==> config.mk <==
export PLATFORM = sky130hd
export DESIGN_NAME = eth_tx_arbiter
export DESIGN_NICKNAME = d
export VERILOG_FILES = /design/src/rtl/eth_pkg.sv /design/src/rtl/eth_tx_arbiter_rr_pick.sv /design/src/rtl/eth_tx_arbiter.sv
export SDC_FILE = /design/constraint.sdc
export NUM_CORES = 1
export LEC_CHECK = 0
export CAP_MARGIN = 20
export CORE_MARGIN = 10
export CORE_UTILIZATION = 35
export DETAILED_ROUTE_END_ITERATION = 12
export GPL_TIMING_DRIVEN = 0
export PLACE_DENSITY = 0.77
export SYNTH_ARGS = -nofsm -noshare
export SYNTH_HDL_FRONTEND = slang
export SYNTH_SLANG_ARGS = --single-unit
==> constraint.sdc <==
create_clock -name clk -period 7.6 [get_ports clk]
set_input_delay 1.52 -clock clk [delete_from_list [all_inputs] [get_ports clk]]
set_output_delay 1.52 -clock clk [all_outputs]
set_load 0.05 [all_outputs]
==> src/rtl/eth_pkg.sv <==
// Shared Ethernet TX definitions: field widths, default inter-frame gap,
// arbiter state encoding and a counter-width helper.
package eth_pkg;

    localparam int ETH_LEN_W       = 16;
    localparam int ETH_BYTE_W      = 8;
    localparam int ETH_IFG_DEFAULT = 48;

    typedef enum logic [2:0] {
        ARB_IDLE      = 3'd0,
        ARB_START     = 3'd1,
        ARB_WAIT_BUSY = 3'd2,
        ARB_WAIT_DONE = 3'd3,
        ARB_GAP       = 3'd4
    } tx_arb_state_t;

    // Bits needed for a down-counter that is loaded with max_val (at least 1).
    function automatic int cnt_width(input int max_val);
        return (max_val < 2) ? 1 : $clog2(max_val + 1);
    endfunction

endpackage

==> src/rtl/eth_tx_arbiter_rr_pick.sv <==
// Combinational round-robin picker: returns the first set request scanning
// upward from last+1, wrapping modulo NUM_REQ, so the previous winner is
// considered last.
module rr_pick #(
    parameter int NUM_REQ = 3,
    parameter int IDX_W   = 2
) (
    input  logic [NUM_REQ-1:0] req,
    input  logic [IDX_W-1:0]   last,
    output logic               valid,
    output logic [IDX_W-1:0]   idx,
    output logic [NUM_REQ-1:0] onehot
);

    int             cand;
    logic [IDX_W-1:0] cand_idx;

    // Scan offsets from farthest to nearest so the nearest pending source wins.
    always_comb begin
        valid    = 1'b0;
        idx      = '0;
        onehot   = '0;
        cand     = 0;
        cand_idx = '0;
        for (int i = NUM_REQ; i >= 1; i--) begin
            cand     = (int'(last) + i) % NUM_REQ;
            cand_idx = IDX_W'(cand);
            if (req[cand_idx]) begin
                valid            = 1'b1;
                idx              = cand_idx;
                onehot           = '0;
                onehot[cand_idx] = 1'b1;
            end
        end
    end

endmodule

==> src/rtl/eth_tx_arbiter.sv <==
// Round-robin arbiter sharing one eth_tx_framer between several frame
// sources. Grants one source at a time, launches the framer with its length,
// muxes its byte-read data to the framer and enforces an inter-frame gap.
// Optional build macro: TX_ARB_WDOG_EN enables a watchdog that aborts a frame
// (req_done with req_err=1) when the framer does not finish in WDOG_CYCLES.
//
// state      | meaning
// -----------+-----------------------------------------------------------
// IDLE       | no owner; pick next pending source, latch its length
// START      | one cycle; fr_start is registered out on the next cycle
// WAIT_BUSY  | waiting for framer to report busy (done also accepted)
// WAIT_DONE  | framer running; waiting for fr_done (or watchdog)
// GAP        | inter-frame holdoff down-counter before returning to IDLE
module eth_tx_arbiter
    import eth_pkg::*;
#(
    parameter int NUM_REQ     = 3,
    parameter int IFG_CYCLES  = ETH_IFG_DEFAULT,
    parameter int WDOG_CYCLES = 200000
) (
    input  logic                          clk,
    input  logic                          rst_n,
    input  logic [NUM_REQ-1:0]            req,
    input  logic [NUM_REQ*ETH_LEN_W-1:0]  req_len,
    input  logic [NUM_REQ*ETH_BYTE_W-1:0] req_rd_byte,
    output logic [NUM_REQ-1:0]            req_grant,
    output logic [NUM_REQ-1:0]            req_done,
    output logic                          req_err,
    output logic                          fr_start,
    output logic [ETH_LEN_W-1:0]          fr_len,
    input  logic [ETH_LEN_W-1:0]          fr_rd_idx,
    output logic [ETH_BYTE_W-1:0]         fr_rd_byte,
    input  logic                          fr_busy,
    input  logic                          fr_done
);

    localparam int IDX_W = $clog2(NUM_REQ);
    localparam int GAP_W = cnt_width(IFG_CYCLES);
    localparam logic [GAP_W-1:0] GAP_LOAD = GAP_W'(IFG_CYCLES);
    // With no gap configured the arbiter returns straight to IDLE.
    localparam tx_arb_state_t GAP_ENTRY = (IFG_CYCLES == 0) ? ARB_IDLE : ARB_GAP;

    tx_arb_state_t          state_q, state_d;
    logic [NUM_REQ-1:0]     grant_q, grant_d;
    logic [NUM_REQ-1:0]     done_q, done_d;
    logic [IDX_W-1:0]       last_q, last_d;
    logic                   start_q, start_d;
    logic [ETH_LEN_W-1:0]   len_q, len_d;
    logic [GAP_W-1:0]       gap_q, gap_d;

    logic                   pick_valid;
    logic [IDX_W-1:0]       pick_idx;
    logic [NUM_REQ-1:0]     pick_onehot;
    logic [ETH_LEN_W-1:0]   pick_len;

`ifdef TX_ARB_WDOG_EN
    localparam int WD_W = cnt_width(WDOG_CYCLES);
    localparam logic [WD_W-1:0] WD_LOAD = WD_W'(WDOG_CYCLES - 1);
    logic [WD_W-1:0]        wd_q, wd_d;
    logic                   err_q, err_d;
`endif

    // fr_rd_idx is consumed directly by the sources, not by the arbiter.
    logic unused_ok;
    assign unused_ok = ^{fr_rd_idx, (WDOG_CYCLES > 0)};

    rr_pick #(
        .NUM_REQ (NUM_REQ),
        .IDX_W   (IDX_W)
    ) u_rr_pick (
        .req    (req),
        .last   (last_q),
        .valid  (pick_valid),
        .idx    (pick_idx),
        .onehot (pick_onehot)
    );

    assign pick_len = req_len[ETH_LEN_W*int'(pick_idx) +: ETH_LEN_W];

    // Next-state and next-output logic; pulses default low every cycle.
    always_comb begin
        state_d = state_q;
        grant_d = grant_q;
        done_d  = '0;
        last_d  = last_q;
        start_d = 1'b0;
        len_d   = len_q;
        gap_d   = gap_q;
`ifdef TX_ARB_WDOG_EN
        wd_d    = wd_q;
        err_d   = 1'b0;
`endif
        case (state_q)
            ARB_IDLE: begin
                if (pick_valid) begin
                    len_d  = pick_len;
                    last_d = pick_idx;
                    if (pick_len == '0) begin
                        // Nothing to send: complete at once, never touch the framer.
                        done_d  = pick_onehot;
                        gap_d   = GAP_LOAD;
                        state_d = GAP_ENTRY;
                    end else begin
                        grant_d = pick_onehot;
                        state_d = ARB_START;
                    end
                end
            end
            ARB_START: begin
                start_d = 1'b1;
                state_d = ARB_WAIT_BUSY;
`ifdef TX_ARB_WDOG_EN
                wd_d    = WD_LOAD;
`endif
            end
            ARB_WAIT_BUSY, ARB_WAIT_DONE: begin
                if (fr_done) begin
                    done_d  = grant_q;
                    grant_d = '0;
                    gap_d   = GAP_LOAD;
                    state_d = GAP_ENTRY;
                end
`ifdef TX_ARB_WDOG_EN
                else if (wd_q == '0) begin
                    done_d  = grant_q;
                    err_d   = 1'b1;
                    grant_d = '0;
                    gap_d   = GAP_LOAD;
                    state_d = GAP_ENTRY;
                end
`endif
                else begin
`ifdef TX_ARB_WDOG_EN
                    wd_d = wd_q - 1'b1;
`endif
                    if (state_q == ARB_WAIT_BUSY && fr_busy) begin
                        state_d = ARB_WAIT_DONE;
                    end
                end
            end
            ARB_GAP: begin
                if (gap_q == '0) begin
                    state_d = ARB_IDLE;
                end else begin
                    gap_d = gap_q - 1'b1;
                end
            end
            default: begin
                state_d = ARB_IDLE;
                grant_d = '0;
            end
        endcase
    end

    // State and registered outputs; last resets to NUM_REQ-1 so source 0 wins first.
    always_ff @(posedge clk or negedge rst_n) begin
        if (!rst_n) begin
            state_q <= ARB_IDLE;
            grant_q <= '0;
            done_q  <= '0;
            last_q  <= IDX_W'(NUM_REQ - 1);
            start_q <= 1'b0;
            len_q   <= '0;
            gap_q   <= '0;
        end else begin
            state_q <= state_d;
            grant_q <= grant_d;
            done_q  <= done_d;
            last_q  <= last_d;
            start_q <= start_d;
            len_q   <= len_d;
            gap_q   <= gap_d;
        end
    end

`ifdef TX_ARB_WDOG_EN
    // Watchdog down-counter and abort flag.
    always_ff @(posedge clk or negedge rst_n) begin
        if (!rst_n) begin
            wd_q  <= '0;
            err_q <= 1'b0;
        end else begin
            wd_q  <= wd_d;
            err_q <= err_d;
        end
    end
    assign req_err = err_q;
`else
    assign req_err = 1'b0;
`endif

    // Byte mux from the owning source; last_q is the owner while a grant is held.
    always_comb begin
        fr_rd_byte = '0;
        if (|grant_q) begin
            fr_rd_byte = req_rd_byte[ETH_BYTE_W*int'(last_q) +: ETH_BYTE_W];
        end
    end

    assign req_grant = grant_q;
    assign req_done  = done_q;
    assign fr_start  = start_q;
    assign fr_len    = len_q;

endmodule
Yosys cells after proc, flatten, opt, wreduce, memory -nomap -nowiden:

Index checks and enable logic that the tools add are counted.

* register bits: 34
* latch bits: 0
* bits in writable memories: 0
* bits in read-only memories: 0
* input port bits: 95
* output and inout bits: 32
* logic and storage cells: 91
* memories kept: 0

* add/sub/neg operators: 4
* multiply operators: 0
* div/mod/pow operators: 3
* order comparisons: 6
* equality and inequality tests: 11
* shift operators: 2
* multiplexer cells: 42
* bitwise gates (word level): 1
* reductions and logical operators: 15

Operators with widths (number)
* 32-bit by 3-bit modulo with 32-bit output, second input constant: 3
* 48-bit by 7-bit variable part select with 16-bit output: 1
* 3-bit two-way mux: 14
* 6-bit two-way mux: 4
* 24-bit by 6-bit variable part select with 8-bit output: 1
* 6-bit case mux with 3 select lines: 1
* 16-bit logical NOT: 1
* 2-bit != test, second input constant: 6
* 3-bit case mux with 4 select lines: 1
* 1-bit two-way mux: 10
* 2-bit by 3-bit less-than comparator with 1-bit output, second input constant: 3
* 3-bit case mux with 3 select lines: 1
* 8-bit two-way mux: 1
* 2-bit by 2-bit adder with 3-bit output, second input constant: 2
* 1-bit binary-select mux with 2-bit select: 3
* 1-bit demux with 2-bit select: 3
* 3-bit by 2-bit equality test with 1-bit output, second input constant: 2
* 2-bit by 1-bit >= comparator with 1-bit output, second input constant: 3
* 6-bit logical NOT: 1
* 2-bit two-way mux: 3
* 3-bit case mux with 2 select lines: 1
* 6-bit by 1-bit subtractor with 6-bit output, second input constant: 1
* 5-bit AND reduction: 1
* 1-bit logical AND: 4
* other kinds (12): 13

Depth between registers and ports, before layout:

* depth in word-level cells: 12
* gate-level depth with buffers: 16

Cells and area by module:

Synthesis repeated with hierarchy kept, for this count alone.

* cell total of the unflattened synthesis: 261
* area, all modules: 2356.0 um^2

Modules (own cells, without submodules)
* eth_tx_arbiter: instances 1, cells each 221, area an instance 2068.2 um^2, seq. area each 852.1 um^2
* rr_pick: instances 1, cells each 40, area an instance 287.8 um^2, seq. area each 0.0 um^2

Worst setup path after synthesis:

OpenSTA, ideal clock, no wires.

* path type: input -> output
* start point: in req_rd_byte[8]
* end point: out fr_rd_byte[0]
* data arrival time: 2.366 ns
* required time: 6.080 ns
* path slack: 3.714 ns
* stages on the path: 4
* buffers on the path: 0
* cell sequence: mux2i_1 nor2_1 a21oi_1 nor2_1

* cells in the longest elaborated chain, start to end: 2

RTL lines
* from (decl): line eth_tx_arbiter.sv:25 `input logic [NUM_REQ*ETH_BYTE_W-1:0] req_rd_byte,`
* 24-bit by 6-bit variable part select with 8-bit output: line eth_tx_arbiter.sv:196 `fr_rd_byte = req_rd_byte[ETH_BYTE_W*int'(last_q) +: ETH_BYTE_W];`
* 8-bit two-way mux: line eth_tx_arbiter.sv:195 `if (|grant_q) begin`
* to (decl): line eth_tx_arbiter.sv:32 `output logic [ETH_BYTE_W-1:0] fr_rd_byte,`

No other way between the ends.

Final worst setup path:

* start point: in req[1]
* end point: reg gap_q[1]

* cells in the longest elaborated chain, start to end: 9
* elaborated cells on any way between the ends: 17
* classes of those cells: eq/ne (2); shift (1); mux (12); reduce/logical (2)

RTL lines
* from (decl): line eth_tx_arbiter.sv:23 `input logic [NUM_REQ-1:0] req,`
* 1-bit binary-select mux with 2-bit select: line eth_tx_arbiter_rr_pick.sv:28 `if (req[cand_idx]) begin`
* 1-bit two-way mux (implied by the code): line eth_tx_arbiter_rr_pick.sv:28
* 2-bit two-way mux (3 in series): line eth_tx_arbiter_rr_pick.sv:28
* 48-bit by 7-bit variable part select with 16-bit output: line eth_tx_arbiter.sv:78 `assign pick_len = req_len[ETH_LEN_W*int'(pick_idx) +: ETH_LEN_W];`
* 16-bit logical NOT: line eth_tx_arbiter.sv:98 `if (pick_len == '0) begin`
* 2-bit != test (no source line)
* 5-bit AND reduction (no source line) *
* to (signal assigned): line eth_tx_arbiter.sv:172 `gap_q <= gap_d;`
* to (decl): line eth_tx_arbiter.sv:49 `logic [GAP_W-1:0] gap_q, gap_d;`

Every way passes the cells marked *; elsewhere a longest branch is shown, timed or not. The select of a mux whose other input is x is not followed.
A chain may end at the register's enable or synchronous reset.

==> summary.md <==
| Metric | Value |
|---|---|
| Status | `complete, no violations` |
| Synth area leaders | `dfrtp_1 (34%), o211ai_1 (9.9%), mux2_2 (8.3%)` |
| Global-route wire length before repair | `13000 µm` |
| Synthesized area | `0.00244 mm²` |
| Max VDD drop | `237 µV` |
| Via-to-Cell Ratio | `5.12` |
| Syn avg cell area | `8.58 µm²` |
| CP endpoint kind | `flip-flop` |
| HPWL Detailed | `6450 µm` |
| Worst Path Class, Setup | `input pin to flip-flop` |
| Initial core utilization | `35.9%` |
| Commonest cells post-synth | `nand2_1 (43), dfrtp_1 (33), nor2_1 (32), o211ai_1 (32), mux2_2 (18)` |
| Crit path DAT | `4.91 ns` |
| Die H | `103 µm` |
| Max Slew Vio Count | `0` |
| Number of core rows | `30` |
| Post-route clock period utilization | `62.5%` |
| Drt first pass iters | `4` |
| Vias in the first global route | `2577` |
| # port buffers | `109` |
| Post-route ant nets | `0` |
| Cell with the most instances after synthesis | `nand2_1` |
| Overall Power | `1.77 mW` |
| Max-cap violations | `0` |
| Top-level I/O count | `127` |
| FILL cells | `621` |
| Post-CTS Resized | `0` |
| CTS tree | `done` |
| DRT iter0 DRCs | `118` |
| Yosys Warn Count | `0` |
| Cts hold-fix bufs | `0` |
| Final worst path period need | `4.75 ns` |
| Largest net degree at the start of global routing | `35` |
| GP Congestion | `0.905` |
| Gr usage total | `15.3%` |
| Top FF cell, synth | `dfrtp_1` |
| Setup total negative slack | `0 ns` |
| Fraction of layout cells with a size suffix above 1 | `9.23%` |
| Die width | `103 µm` |
| P&R area growth vs syn | `55.2%` |
| Die area | `0.0107 mm²` |
| Final wirelength | `8150 µm` |
| Hold Vio Cnt, Final | `0` |
| Worst setup SP type | `input pin` |
| Clk_skew | `0.00568 ns` |
| Clock Tree Buf Depth | `2` |
| EDFF count, synth | `0` |
| Crit path max fanout | `10` |
| # setup viols final | `0` |
| Yosys top cell by area | `dfrtp_1` |
| FF+latch count, synth | `34` |
| Share of the synthesized area in the top cell type | `33.9%` |
| Synth cell types | `43` |
| DR vias | `2547` |
| Clk pin slew, worst setup/hold paths | `0.08 ns` |
| Cells after synthesis | `284` |
| P_leak | `1.52 nW` |
| Synthesized Nets | `385` |
| Setup Buffers After CTS | `0` |
| Fmax | `0.211 GHz` |
| Slew headroom | `29.9%` |
| RSZ-0062 raised after global routing | `no` |
| HP Class | `flip-flop to flip-flop` |
| CTS H-tree lvls | `2` |
| CP Data Required Time | `7.76 ns` |
| DR WL/cell | `16.4 µm` |
| Power Density | `469 mW/mm²` |
| Worst Tran Pin Value | `1.05 ns` |
| CTS sink count | `34` |
| CTS root buf | `clkbuf_8` |
| Core ar. | `0.00679 mm²` |
| Drt drc | `0` |
| Clock Latency Late Sink | `0.29 ns` |
| Num CTS Buffers | `5` |
| Nets@finish | `501` |
| Ys async rst share | `100%` |
| Initial antenna violation count | `0` |
| Sequential fraction of the synthesis area | `35.0%` |
| Ant diodes | `0` |
| Total gr overflow | `0` |
## cell type report
type / instances / area, µm² / share of cell area (%)
flip-flops and latches: 34 / 852 / 22.5
plain buffers: 18 / 96.3 / 2.55
multi-input cells: 224 / 1460 / 38.6
repair buffers: 109 / 1090 / 28.7
clock buffers: 5 / 68.8 / 1.82
inverters: 8 / 30.0 / 0.794
clock inverters: 3 / 68.8 / 1.82
well taps: 96 / 120 / 3.18
## state kept, by name, indices dropped and copies added, names as in the netlist
signal	flops
fr_start	1
state_q	3
req_done	3
req_grant	3
last_q	2
fr_len	16
gap_q	6
## cells in the final DEF (no fill, tap or decap), types with 2 or more instances in the layout
| cell | netlist | final |
|---|---|---|
| a211oi_1 | 3 | 3 |
| a21o_1 | 2 | 2 |
| a21oi_1 | 17 | 17 |
| a22o_1 | 3 | 3 |
| a22oi_1 | 2 | 2 |
| and3_1 | 2 | 2 |
| buf_2 | 2 | 3 |
| buf_4 | 2 | 2 |
| bufinv_16 | 0 | 2 |
| clkbuf_1 | 12 | 12 |
| clkbuf_8 | 0 | 5 |
| clkdlybuf4s50_1 | 0 | 108 |
| dfrtp_1 | 33 | 33 |
| ha_1 | 6 | 6 |
| inv_1 | 8 | 8 |
| mux2_2 | 18 | 18 |
| mux2i_1 | 14 | 14 |
| nand2_1 | 43 | 43 |
| nand2b_1 | 9 | 9 |
| nand3_1 | 2 | 2 |
| nor2_1 | 32 | 32 |
| nor3_1 | 7 | 7 |
| nor4_1 | 4 | 4 |
| o211ai_1 | 32 | 32 |
| o21ai_0 | 8 | 8 |
| o31ai_1 | 3 | 3 |
## final timing paths
kind	startpoint	end	slack (ns)	depth (start not counted)
worst min-delay path	gap_q[4]	gap_q[4]	0.48	1
max in group asynchronous	rst_n	fr_len[3]	5.81	1
worst min register to register	gap_q[4]	gap_q[4]	0.48	1
min in group asynchronous	rst_n	fr_start	1.30	1
worst max-delay path	req[1]	gap_q[1]	2.85	13
worst max register to register	last_q[0]	gap_q[3]	3.16	15
## per-layer routing
| layer | global-route usage, % | vias up | wire length (µm) |
|---|---|---|---|
| met2 | 27.3 | 93 | 4060 |
| met1 | 17.5 | 1184 | 3320 |
| met4 | 3.32 | 0 | 78 |
| met5 | 0 | - | 0 |
| li1 | - | 1264 | - |
| met3 | 4.72 | 6 | 695 |
## kinds of logic after synthesis
logic type | after synthesis | share of synthesized area (%)
flops | 34 | 35.0
buf+inv | 26 | 5.19
fa+ha+maj | 6 | 3.08
simple gates | 107 | 20.0
mux | 32 | 14.1
other cells | 1 | 0.154
compound gates | 78 | 22.5
## power by group
part           internal [mW]  switching, mW
clock                  0.131         0.0705
sequential             0.265         0.0557
combinational          0.473          0.779
## critical path: stages
cell and delay (ns):
clkdlybuf4s50_1 0.57, mux2i_1 0.16, mux2_2 0.32, a311oi_4 0.50, or2_1 0.18, buf_6 0.13
buf_8 0.13, o211ai_1 0.11, nor4_1 0.44, nand4_2 0.33, a21o_1 0.28, inv_1 0.12
o32ai_1 0.10
## stage by stage
stage | utilization [%] | hold slack [ns] | cells | setup slack (ns) | instance area, µm²
final | 55.6 | 0.483 | 497 | 2.85 | 3780
after global routing | 55.6 | 0.519 | 497 | 2.62 | 3780
after CTS | 55.6 | 0.484 | 497 | 2.89 | 3780
after detailed placement | 53.6 | 0.470 | 489 | 2.61 | 3640
after global placement | 53.7 | 0.475 | 489 | 2.68 | 3650
after floorplan | - | 0.447 | 284 | 3.71 | 2440
Power figures use the tool's default switching activity.
